`config.mk`:
```
export PLATFORM = sky130hd
export DESIGN_NAME = bram_burst_reader
export DESIGN_NICKNAME = d
export VERILOG_FILES = /design/src/rtl/elmo_bram_pkg.sv /design/src/rtl/stream_fifo.sv /design/src/rtl/bram_burst_reader.sv
export SDC_FILE = /design/constraint.sdc
export NUM_CORES = 1
export LEC_CHECK = 0
export ABC_AREA = 1
export BUFFER_PORTS_ARGS = -buffer_cell sky130_fd_sc_hd__buf_4
export CAP_MARGIN = 30
export CORE_UTILIZATION = 30
export CTS_CLUSTER_SIZE = 12
export DETAILED_ROUTE_END_ITERATION = 10
export PLACE_DENSITY_LB_ADDON = 0.3
export SYNTH_ARGS = -nofsm -noshare
export SYNTH_HDL_FRONTEND = slang
export SYNTH_SLANG_ARGS = --single-unit
```
`constraint.sdc`:
```
create_clock -name clk -period 3 [get_ports clk]
set_input_delay 0.3 -clock clk [delete_from_list [all_inputs] [get_ports clk]]
set_output_delay 0.3 -clock clk [all_outputs]
set_load 0.01 [all_outputs]
```
`src/rtl/elmo_bram_pkg.sv`:
```
// Shared definitions for the BRAM access initiators: FSM encoding and RAM timing.
package elmo_bram_pkg;

  typedef enum logic [1:0] {
    ST_IDLE  = 2'd0,
    ST_RUN   = 2'd1,
    ST_DRAIN = 2'd2,
    ST_DONE  = 2'd3
  } rd_state_e;

  localparam int unsigned RAM_RD_LATENCY = 1;

endpackage

```
`src/rtl/stream_fifo.sv`:
```
// Small synchronous FIFO with simultaneous push/pop at any occupancy.
// Head word is presented combinationally on rdata; depth need not be a power of 2.
module stream_fifo #(
  parameter int WIDTH = 33,
  parameter int DEPTH = 2
) (
  input  logic                       clk,
  input  logic                       rst,
  input  logic                       push,
  input  logic [WIDTH-1:0]           wdata,
  input  logic                       pop,
  output logic [WIDTH-1:0]           rdata,
  output logic                       full,
  output logic                       empty,
  output logic [$clog2(DEPTH+1)-1:0] count
);

  localparam int PTR_W = (DEPTH > 1) ? $clog2(DEPTH) : 1;
  localparam int CNT_W = $clog2(DEPTH + 1);

  logic [WIDTH-1:0] mem_q [DEPTH];
  logic [PTR_W-1:0] wr_ptr_q, wr_ptr_d;
  logic [PTR_W-1:0] rd_ptr_q, rd_ptr_d;
  logic [CNT_W-1:0] count_q, count_d;
  logic             do_push, do_pop;

  function automatic logic [PTR_W-1:0] ptr_inc(input logic [PTR_W-1:0] p);
    if (p == PTR_W'(DEPTH - 1)) return '0;
    return p + PTR_W'(1);
  endfunction

  assign full  = (count_q == CNT_W'(DEPTH));
  assign empty = (count_q == '0);
  assign count = count_q;
  assign rdata = mem_q[rd_ptr_q];

  // A push into a full FIFO is accepted only when the head leaves in the same cycle.
  always_comb begin
    do_pop   = pop & ~empty;
    do_push  = push & (~full | do_pop);
    wr_ptr_d = do_push ? ptr_inc(wr_ptr_q) : wr_ptr_q;
    rd_ptr_d = do_pop ? ptr_inc(rd_ptr_q) : rd_ptr_q;
    count_d  = count_q;
    if (do_push && !do_pop) begin
      count_d = count_q + CNT_W'(1);
    end else if (do_pop && !do_push) begin
      count_d = count_q - CNT_W'(1);
    end
  end

  always_ff @(posedge clk) begin
    if (rst) begin
      wr_ptr_q <= '0;
      rd_ptr_q <= '0;
      count_q  <= '0;
    end else begin
      wr_ptr_q <= wr_ptr_d;
      rd_ptr_q <= rd_ptr_d;
      count_q  <= count_d;
    end
  end

  always_ff @(posedge clk) begin
    if (do_push) begin
      mem_q[wr_ptr_q] <= wdata;
    end
  end

endmodule

```
`src/rtl/bram_burst_reader.sv`:
```
// Burst read initiator for a single-port BRAM with 1-cycle registered read.
// Issues sequential reads under a FIFO credit check and streams words over valid/ready.
module bram_burst_reader
  import elmo_bram_pkg::*;
#(
  parameter int DATA_WIDTH = 32,
  parameter int ADD_WIDTH  = 10,
  parameter int FIFO_DEPTH = 2
) (
  input  logic                  clk,
  input  logic                  rst,
  input  logic                  start,
  input  logic [ADD_WIDTH-1:0]  base_addr,
  input  logic [ADD_WIDTH:0]    len,
  output logic                  busy,
  output logic                  done,
  output logic [ADD_WIDTH-1:0]  ram_add,
  output logic                  ram_cs,
  output logic                  ram_we,
  output logic                  ram_oe,
  input  logic [DATA_WIDTH-1:0] ram_rdata,
  output logic [DATA_WIDTH-1:0] m_data,
  output logic                  m_valid,
  output logic                  m_last,
  input  logic                  m_ready
);

  localparam int CNT_W  = ADD_WIDTH + 1;
  localparam int FCNT_W = $clog2(FIFO_DEPTH + 1);
  localparam int OCC_W  = FCNT_W + 1;

  rd_state_e            state_q, state_d;
  logic [ADD_WIDTH-1:0] addr_q, addr_d;
  logic [CNT_W-1:0]     len_q, len_d;
  logic [CNT_W-1:0]     issued_q, issued_d;
  logic [CNT_W-1:0]     accepted_q, accepted_d;
  logic                 inflight_q, inflight_d;
  logic                 inflight_last_q, inflight_last_d;

  logic                  fifo_full, fifo_empty;
  logic [FCNT_W-1:0]     fifo_count;
  logic [DATA_WIDTH:0]   fifo_rdata;
  logic                  pop, issue_ok, last_issue, last_accept;
  logic [OCC_W-1:0]      occ;

  stream_fifo #(
    .WIDTH (DATA_WIDTH + 1),
    .DEPTH (FIFO_DEPTH)
  ) u_fifo (
    .clk   (clk),
    .rst   (rst),
    .push  (inflight_q),
    .wdata ({inflight_last_q, ram_rdata}),
    .pop   (pop),
    .rdata (fifo_rdata),
    .full  (fifo_full),
    .empty (fifo_empty),
    .count (fifo_count)
  );

  assign m_valid = ~fifo_empty;
  assign m_last  = fifo_rdata[DATA_WIDTH] & m_valid;
  assign m_data  = m_valid ? fifo_rdata[DATA_WIDTH-1:0] : '0;
  assign ram_add = addr_q;
  assign ram_we  = 1'b0;
  assign ram_oe  = ram_cs;

  // Credit: the word being issued needs a FIFO slot once the in-flight word lands,
  // counting the slot freed by a pop this cycle.
  always_comb begin
    pop         = m_valid & m_ready;
    occ         = OCC_W'(fifo_count) + OCC_W'(inflight_q);
    issue_ok    = !(fifo_full && !pop) && (occ < OCC_W'(FIFO_DEPTH) + OCC_W'(pop));
    last_issue  = ((issued_q + CNT_W'(1)) == len_q);
    last_accept = pop && !inflight_q && ((accepted_q + CNT_W'(1)) == len_q);
  end

  always_comb begin
    state_d         = state_q;
    addr_d          = addr_q;
    len_d           = len_q;
    issued_d        = issued_q;
    accepted_d      = accepted_q;
    ram_cs          = 1'b0;
    busy            = 1'b0;
    done            = 1'b0;
    inflight_last_d = 1'b0;

    unique case (state_q)
      ST_IDLE, ST_DONE: begin
        done = (state_q == ST_DONE);
        if (state_q == ST_DONE) state_d = ST_IDLE;
        if (start) begin
          addr_d     = base_addr;
          len_d      = len;
          issued_d   = '0;
          accepted_d = '0;
          state_d    = (len == '0) ? ST_DONE : ST_RUN;
        end
      end
      ST_RUN: begin
        busy   = 1'b1;
        ram_cs = issue_ok;
        if (pop) accepted_d = accepted_q + CNT_W'(1);
        if (issue_ok) begin
          addr_d          = addr_q + ADD_WIDTH'(1);
          issued_d        = issued_q + CNT_W'(1);
          inflight_last_d = last_issue;
          if (last_issue) state_d = ST_DRAIN;
        end
      end
      ST_DRAIN: begin
        busy = 1'b1;
        if (pop) accepted_d = accepted_q + CNT_W'(1);
        if (last_accept) state_d = ST_DONE;
      end
      default: state_d = ST_IDLE;
    endcase

    inflight_d = ram_cs;
  end

  always_ff @(posedge clk) begin
    if (rst) begin
      state_q         <= ST_IDLE;
      addr_q          <= '0;
      len_q           <= '0;
      issued_q        <= '0;
      accepted_q      <= '0;
      inflight_q      <= 1'b0;
      inflight_last_q <= 1'b0;
    end else begin
      state_q         <= state_d;
      addr_q          <= addr_d;
      len_q           <= len_d;
      issued_q        <= issued_d;
      accepted_q      <= accepted_d;
      inflight_q      <= inflight_d;
      inflight_last_q <= inflight_last_d;
    end
  end

endmodule

```
==> results of run 1 <==
## cell type report
type / count / area [µm²]
Multi-Input combinational cell: 472 / 2330
Fill cell: 1902 / 11300
Clock inverter: 15 / 178
Timing Repair Buffer: 114 / 856
Sequential cell: 118 / 3020
Inverter: 58 / 218
Tap cell: 234 / 293
Clock buffer: 17 / 425
## power groups by stage
stage | combinational (mW) | clock [mW] | sequential (mW)
CTS | 2.13 | 2.11 | 2.28
detailed placement | 2.12 | 0 | 2.32
finish | 2.11 | 2.07 | 2.28
global route | 2.37 | 2.18 | 2.33
global placement | 2.10 | 0 | 2.32
floorplan | 1.34 | 0 | 2.26
## flip-flops by register name, indices dropped and copies added (netlist names), named ones only
name	cells
u_fifo.wr_ptr_q	1
state_q	2
u_fifo.count	2
ram_add	10
inflight_last_q	1
issued_q	11
accepted_q	11
u_fifo.mem_q	66
inflight_q	1
len_q	11
u_fifo.rd_ptr_q	1
## metal layers
metal / part of all wire, % / global-route usage [%]
met2: 46 / 24.5
met4: 1.5 / 5.38
met5: 0 / 0
met1: 47 / 19.7
met3: 5.6 / 4.16
## worst paths after layout
kind,startpoint,to,slack [ps],cells after the start
setup / recovery,state_q[0],accepted_q[6],790,9
hold / removal,ram_rdata[7],u_fifo.mem_q[0][7],60,1
setup reg to reg,state_q[0],accepted_q[6],790,9
hold reg to reg,inflight_last_q,u_fifo.mem_q[0][32],440,0
## per-stage QoR
stage | total power [mW] | worst slack (ps) | area, µm² | cells | hold WS [ps]
after floorplan | 3.60 | 361 | 5690 | 676 | 399
after global placement | 4.42 | 836 | 6720 | 996 | 418
after detailed placement | 4.44 | 755 | 6720 | 996 | 423
after CTS | 6.52 | 728 | 7320 | 1028 | 42.4
after global routing | 6.89 | 507 | 7320 | 1028 | 40.4
final | 6.46 | 790 | 7320 | 1028 | 62.3
## synth_stat cells
cell,number
nor2_1,38
nor3_1,5
ha_1,10
a41oi_1,1
inv_1,57
o21ai_2,1
or2_2,3
nand3b_1,2
nand3_1,66
o21ai_1,1
o21a_1,1
nand2_2,3
a221oi_1,2
buf_4,3
a31o_2,1
buf_6,1
dfxtp_1,52
edfxtp_1,66
a31oi_1,11
clkbuf_1,15
o21ai_0,26
nand2_4,1
nor2_2,2
nand3_2,2
nor2_4,3
xor2_1,3
nand4_1,11
nor3b_1,1
conb_1,1
o221a_2,1
and2_2,1
inv_2,1
a211oi_1,10
buf_1,5
buf_2,3
a22oi_1,1
xor2_2,1
nor4_1,2
clkbuf_2,1
a21oi_1,70
xnor2_1,2
nand2_1,189
## cell usage in the layout, fill, tap and decap left out, types with 5 or more instances in the layout
cell,netlist,layout
a31oi_1,11,11
a21oi_1,70,70
buf_4,3,114
inv_1,57,57
dfxtp_1,52,52
clkbuf_16,0,17
ha_1,10,10
edfxtp_1,66,66
o21ai_0,26,26
nor2_1,38,36
nand2_1,189,189
nor3_1,5,5
a211oi_1,10,10
nand4_1,11,11
nand3_1,66,66
## kinds of logic (layout without fill, tap and decap cells)
family | after synthesis | in the layout | share of synthesized area (%)
AO/OA/AOI/OAI | 126 | 126 | 12.3
XOR/XNOR | 6 | 6 | 1.06
adder cells (fa/ha/maj) | 10 | 10 | 2.20
buffers and inverters | 86 | 204 | 6.09
flip-flops | 118 | 118 | 53.1
other | 1 | 1 | 0.0659
AND/OR/NAND/NOR | 329 | 329 | 25.2
==> flow_summary_export.csv, run 1 <==
group,metric,value,unit
timing,max_clock_freq,452,MHz
clocking,postCtsResizedCells,0,
synthesis,syn_inst,676,
synthesis,yosys.area.top_type_share,34.8,%
synthesis,syn_area_per_cell,8.42,µm²
critical_path,worstSetupPathType,"reg -> reg",
detailed_routing,drt-initial-drc-count,262,
floorplan,dieArea,0.0195,mm²
clocking,clock-sinks,118,
global_routing,grt_pass1_wl,23300,µm
outcome,outcome,"finished, final reports clean",
clocking,cts_setup_buffers,0,
power,power.internal,4.14,mW
clocking,cts-root-buf,"clkbuf_16",
detailed_routing,avgRoutedWirePerCell,13.9,µm
synthesis,yosys_warnings,0,
synthesis,syn_area,0.00569,mm²
global_routing,antenna_found_initial,0,
synthesis,synth_fp_nets,743,
final_layout,syn2layout_area_growth,28.7,%
floorplan,num_rows,50,
clocking,path_clk_slew,60,ps
floorplan,fp.dieW,140,µm
detailed_routing,num_vias,4927,
timing,hold_violations,0,
placed_design,gp_congestion,0.805,
final_layout,final_layout_size_suffix_gt1_share,21.0,%
global_routing,grt_pass1_vias,4663,
detailed_routing,ant_nets,0,
critical_path,worstPathRequired,3360,ps
timing,final_max_slew_viol_count,0,
critical_path,path_delay_family,"simple AND/OR/NAND/NOR gates",
synthesis,ys_types,42,
clocking,cts.htree.levels,4,
critical_path,start_kind,"flip-flop",
power,vdd_ir_drop_max,0.389,mV
global_routing,grt_overflow_total,0,
timing,rsz0062_at_grt,"no",
floorplan,initial_core_util,30.5,%
detailed_routing,vias_per_cell,4.79,
timing,setup_tns,0,ps
synthesis,synth_area_leader_cell,"edfxtp_1",
critical_path,cp_cell_sequence,"inv_1 -> ha_1 -> nand2_1 -> buf_4 -> inv_1 -> nor2_1 -> inv_1 -> nor2_1 -> o21a_1",
global_routing,grt_max_degree,35,
timing,fin_skew,6.66,ps
detailed_routing,drc,0,
critical_path,slowest_delay,540,ps
synthesis,synth_seq_cells,118,
synthesis,synthTopCellsByArea,"edfxtp_1, dfxtp_1, nand2_1",
power,pwr_density_cell,882,mW/mm²
clocking,cts_tree,"yes",
power,power.share.sequential,35.4,%
global_routing,grt_usage,15.3,%
final_layout,insertedDiodeCount,0,
run,max_cap_violations,0,
final_layout,final_core_utilization,39.3,%
synthesis,ys_seq_area_share,53.1,%
floorplan,io_pins,106,
timing,period_share,73.7,%
timing,slew_headroom,53.3,%
floorplan,core,0.0186,mm²
critical_path,cp-end-kind,"flip-flop",
clocking,cts_max_path_buffers,2,
critical_path,crit_path_frequent_cell,"inv_1",
power,p_comb_share,32.6,%
final_layout,fin_nets,848,
timing,fin_crit,2210,ps
power,p_leak,2.98,nW
critical_path,cp_slowest_cell,"nor2_1",
detailed_routing,routed_wl,14300,µm
critical_path,cp.arrival,2570,ps
power,swShare,35.8,%
floorplan,die_h,140,µm
placed_design,port_buffers,104,
power,pwr-share-clk,32.0,%
clocking,cts_buffers,17,
timing,tightest_slew,700,ps
critical_path,cp_max_fo,22,
critical_path,path_buf_inv,4,
hold_path,hold_path.class,"in -> reg",
clocking,ctsHoldBuffers,0,
clocking,clkLatencyLatePin,420,ps
placed_design,dpl.hpwl,9920,µm
power,switching_power,2.32,mW
timing,setup_viol,0,
detailed_routing,dr.pass1.iters,5,
(Power assumes the default switching activity.)
==> run 2, diff against run 1 <==
Settings changed: ABC_AREA 1 to 0.
Clock period 3 ns to 2 ns, I/O delays scaled along.
==> run 2 against run 1 <==
The run now ends with setup timing left. First-iteration DRC count fell by 9.5%. Area after synthesis did not move. Utilization rose by 5.0 points. Combinational power rose by 52%. Sequential share of layout area fell by 4.6 points. Critical path type unchanged. Largest cell class unchanged. Largest power group is now clock.
==> flow_summary_export.csv, run 2 <==
group,metric,value,unit
placed_design,dpl.hpwl,10500,µm
critical_path,path_delay_family,"compound AO/OA/AOI/OAI gates",
clocking,cts_tree,"yes",
detailed_routing,drt-initial-drc-count,237,
floorplan,io_pins,106,
detailed_routing,vias_per_cell,4.93,
synthesis,yosys_warnings,0,
run,max_cap_violations,0,
synthesis,synth-edff-count,66,
critical_path,cp_slowest_cell,"a221o_1",
synthesis,synthFlopType,"edfxtp_1",
detailed_routing,avgRoutedWirePerCell,14.8,µm
power,p_total,9.59,mW
timing,final_max_slew_viol_count,0,
synthesis,syn_inst,567,
critical_path,worstSetupPathType,"reg -> reg",
power,p_leak,3.14,nW
final_layout,insertedDiodeCount,0,
timing,max_clock_freq,437,MHz
timing,fin_crit,2290,ps
timing,setup_tns,-2720,ps
critical_path,crit_path_frequent_cell,"ha_4",
final_layout,syn2layout_area_growth,45.1,%
timing,hold_slack,50.9,ps
detailed_routing,num_vias,4944,
timing,layout_setup_ws,-290,ps
critical_path,worstPathRequired,2320,ps
timing,period_share,115,%
floorplan,core,0.0186,mm²
global_routing,grt_pass1_wl,23900,µm
timing,fin_skew,6.27,ps
final_layout,stdcell_count,1003,
detailed_routing,dr.pass1.iters,4,
global_routing,antenna_found_initial,0,
synthesis,yosys.area.top_type_share,34.8,%
final_layout,seqCellArea,0.00303,mm²
power,vdd_ir_drop_max,0.858,mV
synthesis,ys_types,61,
timing,rsz0062_at_grt,"yes",
power,pwr_density_cell,1160,mW/mm²
synthesis,yosysMostFrequentCell,"edfxtp_1",
detailed_routing,routed_wl,14800,µm
floorplan,dieArea,0.0195,mm²
synthesis,ys_seq_area_share,53.1,%
final_layout,regMostFlops,"u_fifo.mem_q",
global_routing,grt_max_degree,42,
detailed_routing,drc,0,
final_layout,final_common_cell,"buf_4",
global_routing,grt_usage,15.6,%
clocking,cts.htree.levels,4,
critical_path,slowest_delay,380,ps
final_layout,final_layout_size_suffix_gt1_share,30.3,%
placed_design,gp_congestion,0.899,
placed_design,placed_cells,938,
detailed_routing,ant_nets,0,
floorplan,initial_core_util,30.5,%
global_routing,grt_overflow_total,0,
final_layout,fin_nets,823,
outcome,outcome,"complete, but fails checks",
critical_path,cp-end-kind,"flip-flop",
clocking,cts-root-buf,"clkbuf_16",
critical_path,start_kind,"flip-flop",
critical_path,cp.arrival,2610,ps
critical_path,cp_max_fo,4,
clocking,clock-sinks,118,
outcome,violations,"setup timing",
synthesis,synthTopCellsByArea,"edfxtp_1, dfxtp_1, mux2i_1",
clocking,cts_buffers,17,
clocking,path_clk_slew,50,ps
critical_path,path_buf_inv,0,
synthesis,ys_async_sr_fraction,0,%
floorplan,fp.dieW,140,µm
timing,hold_violations,0,
timing,setup_viol,22,
clocking,clkLatencyLatePin,410,ps
global_routing,grt_pass1_vias,4908,
floorplan,die_h,140,µm
synthesis,syn_area_per_cell,10.0,µm²
synthesis,synth_top_cells_by_count,"edfxtp_1, nand2_1, nor2_1",
synthesis,synth_fp_nets,634,
final_layout,final_core_utilization,44.3,%
final_layout,multiInputGateArea,0.00258,mm²
hold_path,hold_path.class,"in -> reg",
final_layout,largest_reg_flops,66,
placed_design,port_buffers,104,
floorplan,num_rows,50,
synthesis,syn_area,0.00569,mm²
critical_path,cp_cell_sequence,"ha_4 -> ha_4 -> nand2b_1 -> a21oi_1 -> a211o_1 -> nor4_1 -> nand4_1 -> a221o_1 -> a221oi_2",
clocking,cts_max_path_buffers,2,
final_layout,fill_cells,1756,
synthesis,synth_seq_cells,118,
synthesis,synth_area_leader_cell,"edfxtp_1",
final_layout,final_cell_mix,"buf_4, edfxtp_1, nand2_1",
## run 2: changes by cell type after synthesis, sizes merged, moves of 6 or more
cell | before | now
inv | 58 | 10
clkbuf | 16 | 28
nand2 | 193 | 65
nor2 | 43 | 64
a21oi | 70 | 47
a31oi | 11 | 4
xor2 | 4 | 10
xnor2 | 2 | 19
or3 | 0 | 10
nand3 | 68 | 15
mux2i | 0 | 38
## run 2: path summary, 6_finish.rpt
kind	to	depth (start not counted)	startpoint	slack, ps
hold / removal	len_q[2]	3	len[2]	50
setup reg to reg	state_q[0]	9	u_fifo.count[0]	-290
hold reg to reg	u_fifo.mem_q[1][32]	0	inflight_last_q	430
setup / recovery	state_q[0]	9	u_fifo.count[0]	-290
## run 2: cell type report
type / instances / area share (%)
clock inverters: 14 / 2.50
repair buffers: 206 / 20.3
clock buffers: 18 / 5.20
multi-input cells: 403 / 31.3
flip-flops and latches: 118 / 36.7
well taps: 234 / 3.55
inverters: 10 / 0.455
## run 2: power breakdown
| part | switching, mW | leakage, nW | internal, mW |
|---|---|---|---|
| clock | 1.07 | 0.301 | 2.20 |
| sequential | 0.221 | 1.02 | 2.89 |
| combinational | 1.73 | 1.82 | 1.48 |
## run 2: routing by layer
layer | vias up | share of wire [%] | GRT usage, % | wire, µm
li1 | 2443 | - | - | -
met1 | 2346 | 44 | 18.8 | 6520
met2 | 142 | 50 | 27.0 | 7420
met3 | 13 | 5.1 | 4.37 | 761
met4 | 0 | 0.90 | 4.40 | 134
met5 | - | 0 | 0 | 0
## run 2: cell families after synthesis
logic type	after synthesis	synth area share, %
xor gates and xnor gates	29	4.46
AOI/OAI and AO/OA	120	13.0
adders and majority gates	10	2.20
and+or+nand+nor	202	16.6
buffers and inverters	46	3.30
other	1	0.0659
muxes	41	7.28
DFF	118	53.1
## run 2: worst min-delay path, cell delays in order
cell	delay, ps
buf_4	110
nand2_1	50
a21oi_1	50
## run 2: per-stage QoR
stage	worst slack, ps	instance area, µm²
after floorplan	-175	5750
after global placement	-209	7240
after detailed placement	-284	7240
after CTS	-268	8230
after global routing	-356	8260
final	-290	8260
## run 2: timing repair
action | 4_1_cts | 5_1_grt
setup endpoints to repair | 23 | 36
gates resized for setup | 8 | 8
pin swaps | 0 | 1
hold buffers | 32 | 0
cloned | 0 | 0
buffers inserted | 1 | 0
endpoints found under the hold margin | 64 | 0
==> run 3, diff against run 2 <==
Settings changed: ABC_AREA 0 to 1.
==> run 3 against run 2 <==
Flip-flop and latch count unchanged. Worst setup slack improved by 380 ps. Sequential share of layout area increased by 1.9 points. Fmax increased by 20%. Largest cell class unchanged. Critical path type is now reg -> out. Non-clock buffer count decreased by 49. Worst hold slack got worse by 18 ps. Critical endpoint is now ram_cs. The run now ends clean.
==> flow_summary_export.csv, run 3 (synthesized netlist as in run 1, its figures left out) <==
group,metric,value,unit
outcome,outcome,"finished, final reports clean",
critical_path,worstPathRequired,1800,ps
final_layout,final_layout_size_suffix_gt1_share,23.8,%
global_routing,grt_usage,15.0,%
clocking,cts_max_path_buffers,2,
final_layout,largest_reg_flops,66,
global_routing,grt_overflow_total,0,
critical_path,cp_slowest_cell,"dfxtp_2",
critical_path,worstSetupPathType,"reg -> out",
timing,fin_skew,7.75,ps
detailed_routing,drc,0,
global_routing,antenna_found_initial,0,
clocking,cts_buffers,17,
global_routing,grt_max_degree,34,
critical_path,cp_max_fo,3,
power,switching_power,3.68,mW
hold_path,hold_path.class,"in -> reg",
placed_design,dpl.hpwl,9870,µm
placed_design,port_buffers,104,
floorplan,core,0.0186,mm²
floorplan,die_h,140,µm
timing,hold_violations,0,
critical_path,path_buf_inv,1,
floorplan,num_rows,50,
placed_design,placed_area,0.00682,mm²
power,vdd_ir_drop_max,0.582,mV
critical_path,cp_cell_sequence,"ha_2 -> ha_4 -> o21ai_1 -> nand3b_1 -> nor2_2 -> buf_4",
detailed_routing,routed_wl,14500,µm
power,pwr-share-clk,31.8,%
clocking,path_clk_slew,60,ps
power,swShare,36.8,%
power,pwr_density_cell,1270,mW/mm²
hold_path,hold_depth,3,
timing,fin_crit,1910,ps
timing,max_clock_freq,524,MHz
placed_design,dpl_worst_slack,52.3,ps
global_routing,gr-usage-met3,3.20,%
placed_design,gp_congestion,0.843,
floorplan,dieArea,0.0195,mm²
floorplan,io_pins,106,
detailed_routing,num_vias,5004,
floorplan,initial_core_util,30.5,%
clocking,clkLatencyLatePin,420,ps
final_layout,postLayoutCellArea,0.00785,mm²
final_layout,final_common_cell,"nand2_1",
final_layout,regMostFlops,"u_fifo.mem_q",
clocking,clock-sinks,118,
final_layout,fin_nets,891,
clocking,cts.htree.levels,4,
timing,setup_viol,0,
detailed_routing,drt-initial-drc-count,263,
timing,final_max_slew_viol_count,0,
critical_path,cp.depth,6,
final_layout,insertedDiodeCount,0,
power,power.internal,6.32,mW
clocking,cts-root-buf,"clkbuf_16",
power,p_comb_share,33.8,%
final_layout,syn2layout_area_growth,37.9,%
global_routing,grt_use_met1,20.1,%
power,p_leak,3.19,nW
global_routing,grt_use_met2,23.9,%
detailed_routing,avgRoutedWirePerCell,13.5,µm
detailed_routing,ant_nets,0,
critical_path,cp.arrival,1710,ps
critical_path,path_delay_family,"adder cells",
global_routing,grt-busiest-layer,"met2",
timing,period_share,95.3,%
critical_path,slowest_delay,350,ps
global_routing,grt_pass1_wl,23100,µm
run,max_cap_violations,0,
final_layout,final_cell_mix,"nand2_1, buf_4, a21oi_1",
clocking,cts_tree,"yes",
timing,layout_setup_ws,93.1,ps
critical_path,r2r_cells,15,
timing,rsz0062_at_grt,"yes",
detailed_routing,vias_per_cell,4.67,
detailed_routing,dr.pass1.iters,5,
critical_path,cp-end-kind,"primary output",
floorplan,fp.dieW,140,µm
power,power.share.sequential,34.4,%
critical_path,start_kind,"flip-flop",
global_routing,grt_pass1_vias,4620,
run 3: changes by cell type in the layout (fill, tap and decap cells not counted), sizes merged, moves of 17 or more:
cell   previous run  this run
nand2            65       193
inv              11        68
nand3            15        68
buf             174       125
mux2i            38         0
a21oi            47        70
nor2             64        43
xnor2            19         2
run 3: power groups by stage:
stage          Combinational, mW  Sequential [mW]  Clock [mW]
3_3_place_gp                3.26             3.46           0
6_report                    3.38             3.44        3.18
4_1_cts                     3.35             3.41        3.24
5_1_grt                     3.77             3.50        3.35
2_1_floorplan               2.01             3.39           0
3_5_place_dp                3.26             3.46           0
run 3: timing repair:
item,CTS,global route
endpoints found under the hold margin,64,0
hold buffers,32,0
gates resized for setup,1,26
endpoints found under the setup margin,2,11
setup buffers,1,0
cloned,0,0
pin swaps,1,5
run 3: area by class of cell:
type | count | area, µm²
fill | 1823 | 10800
sequential | 118 | 3030
multi-input combinational | 472 | 2410
timing repair buffer | 157 | 1290
clock buffer | 17 | 425
tap | 234 | 293
inverter | 58 | 220
clock inverter | 15 | 185
run 3: routing by layer:
layer | up-vias | part of all wire (%) | wire length (µm)
li1 | 2604 | - | -
met1 | 2280 | 49 | 7140
met2 | 109 | 45 | 6580
met3 | 11 | 4.2 | 611
met4 | 0 | 0.92 | 133
met5 | - | 0 | 0
run 3: worst min-delay path: stages:
cell      delay (ps)
buf_4             80
a211oi_1          60
nor2_1            80
run 3: through the flow:
stage / instances / power, mW / util [%] / hold WS [ps] / TNS, ps
after global routing: 1071 / 10.6 / 42.1 / 35.1 / -106
after floorplan: 676 / 5.40 / - / 299 / -5930
after CTS: 1071 / 10.0 / 41.6 / 21.5 / 0
after global placement: 1006 / 6.72 / 36.6 / 385 / 0
final: 1071 / 10.0 / 42.1 / 33.4 / 0
after detailed placement: 1006 / 6.72 / 36.6 / 388 / 0
run 3: final timing paths:
| path | startpoint | end | slack [ps] |
|---|---|---|---|
| worst min register to register | inflight_last_q | u_fifo.mem_q[1][32] | 430 |
| worst min-delay path | base_addr[0] | ram_add[0] | 30 |
| worst max-delay path | u_fifo.count[0] | ram_cs | 90 |
| worst max register to register | accepted_q[0] | state_q[1] | 130 |
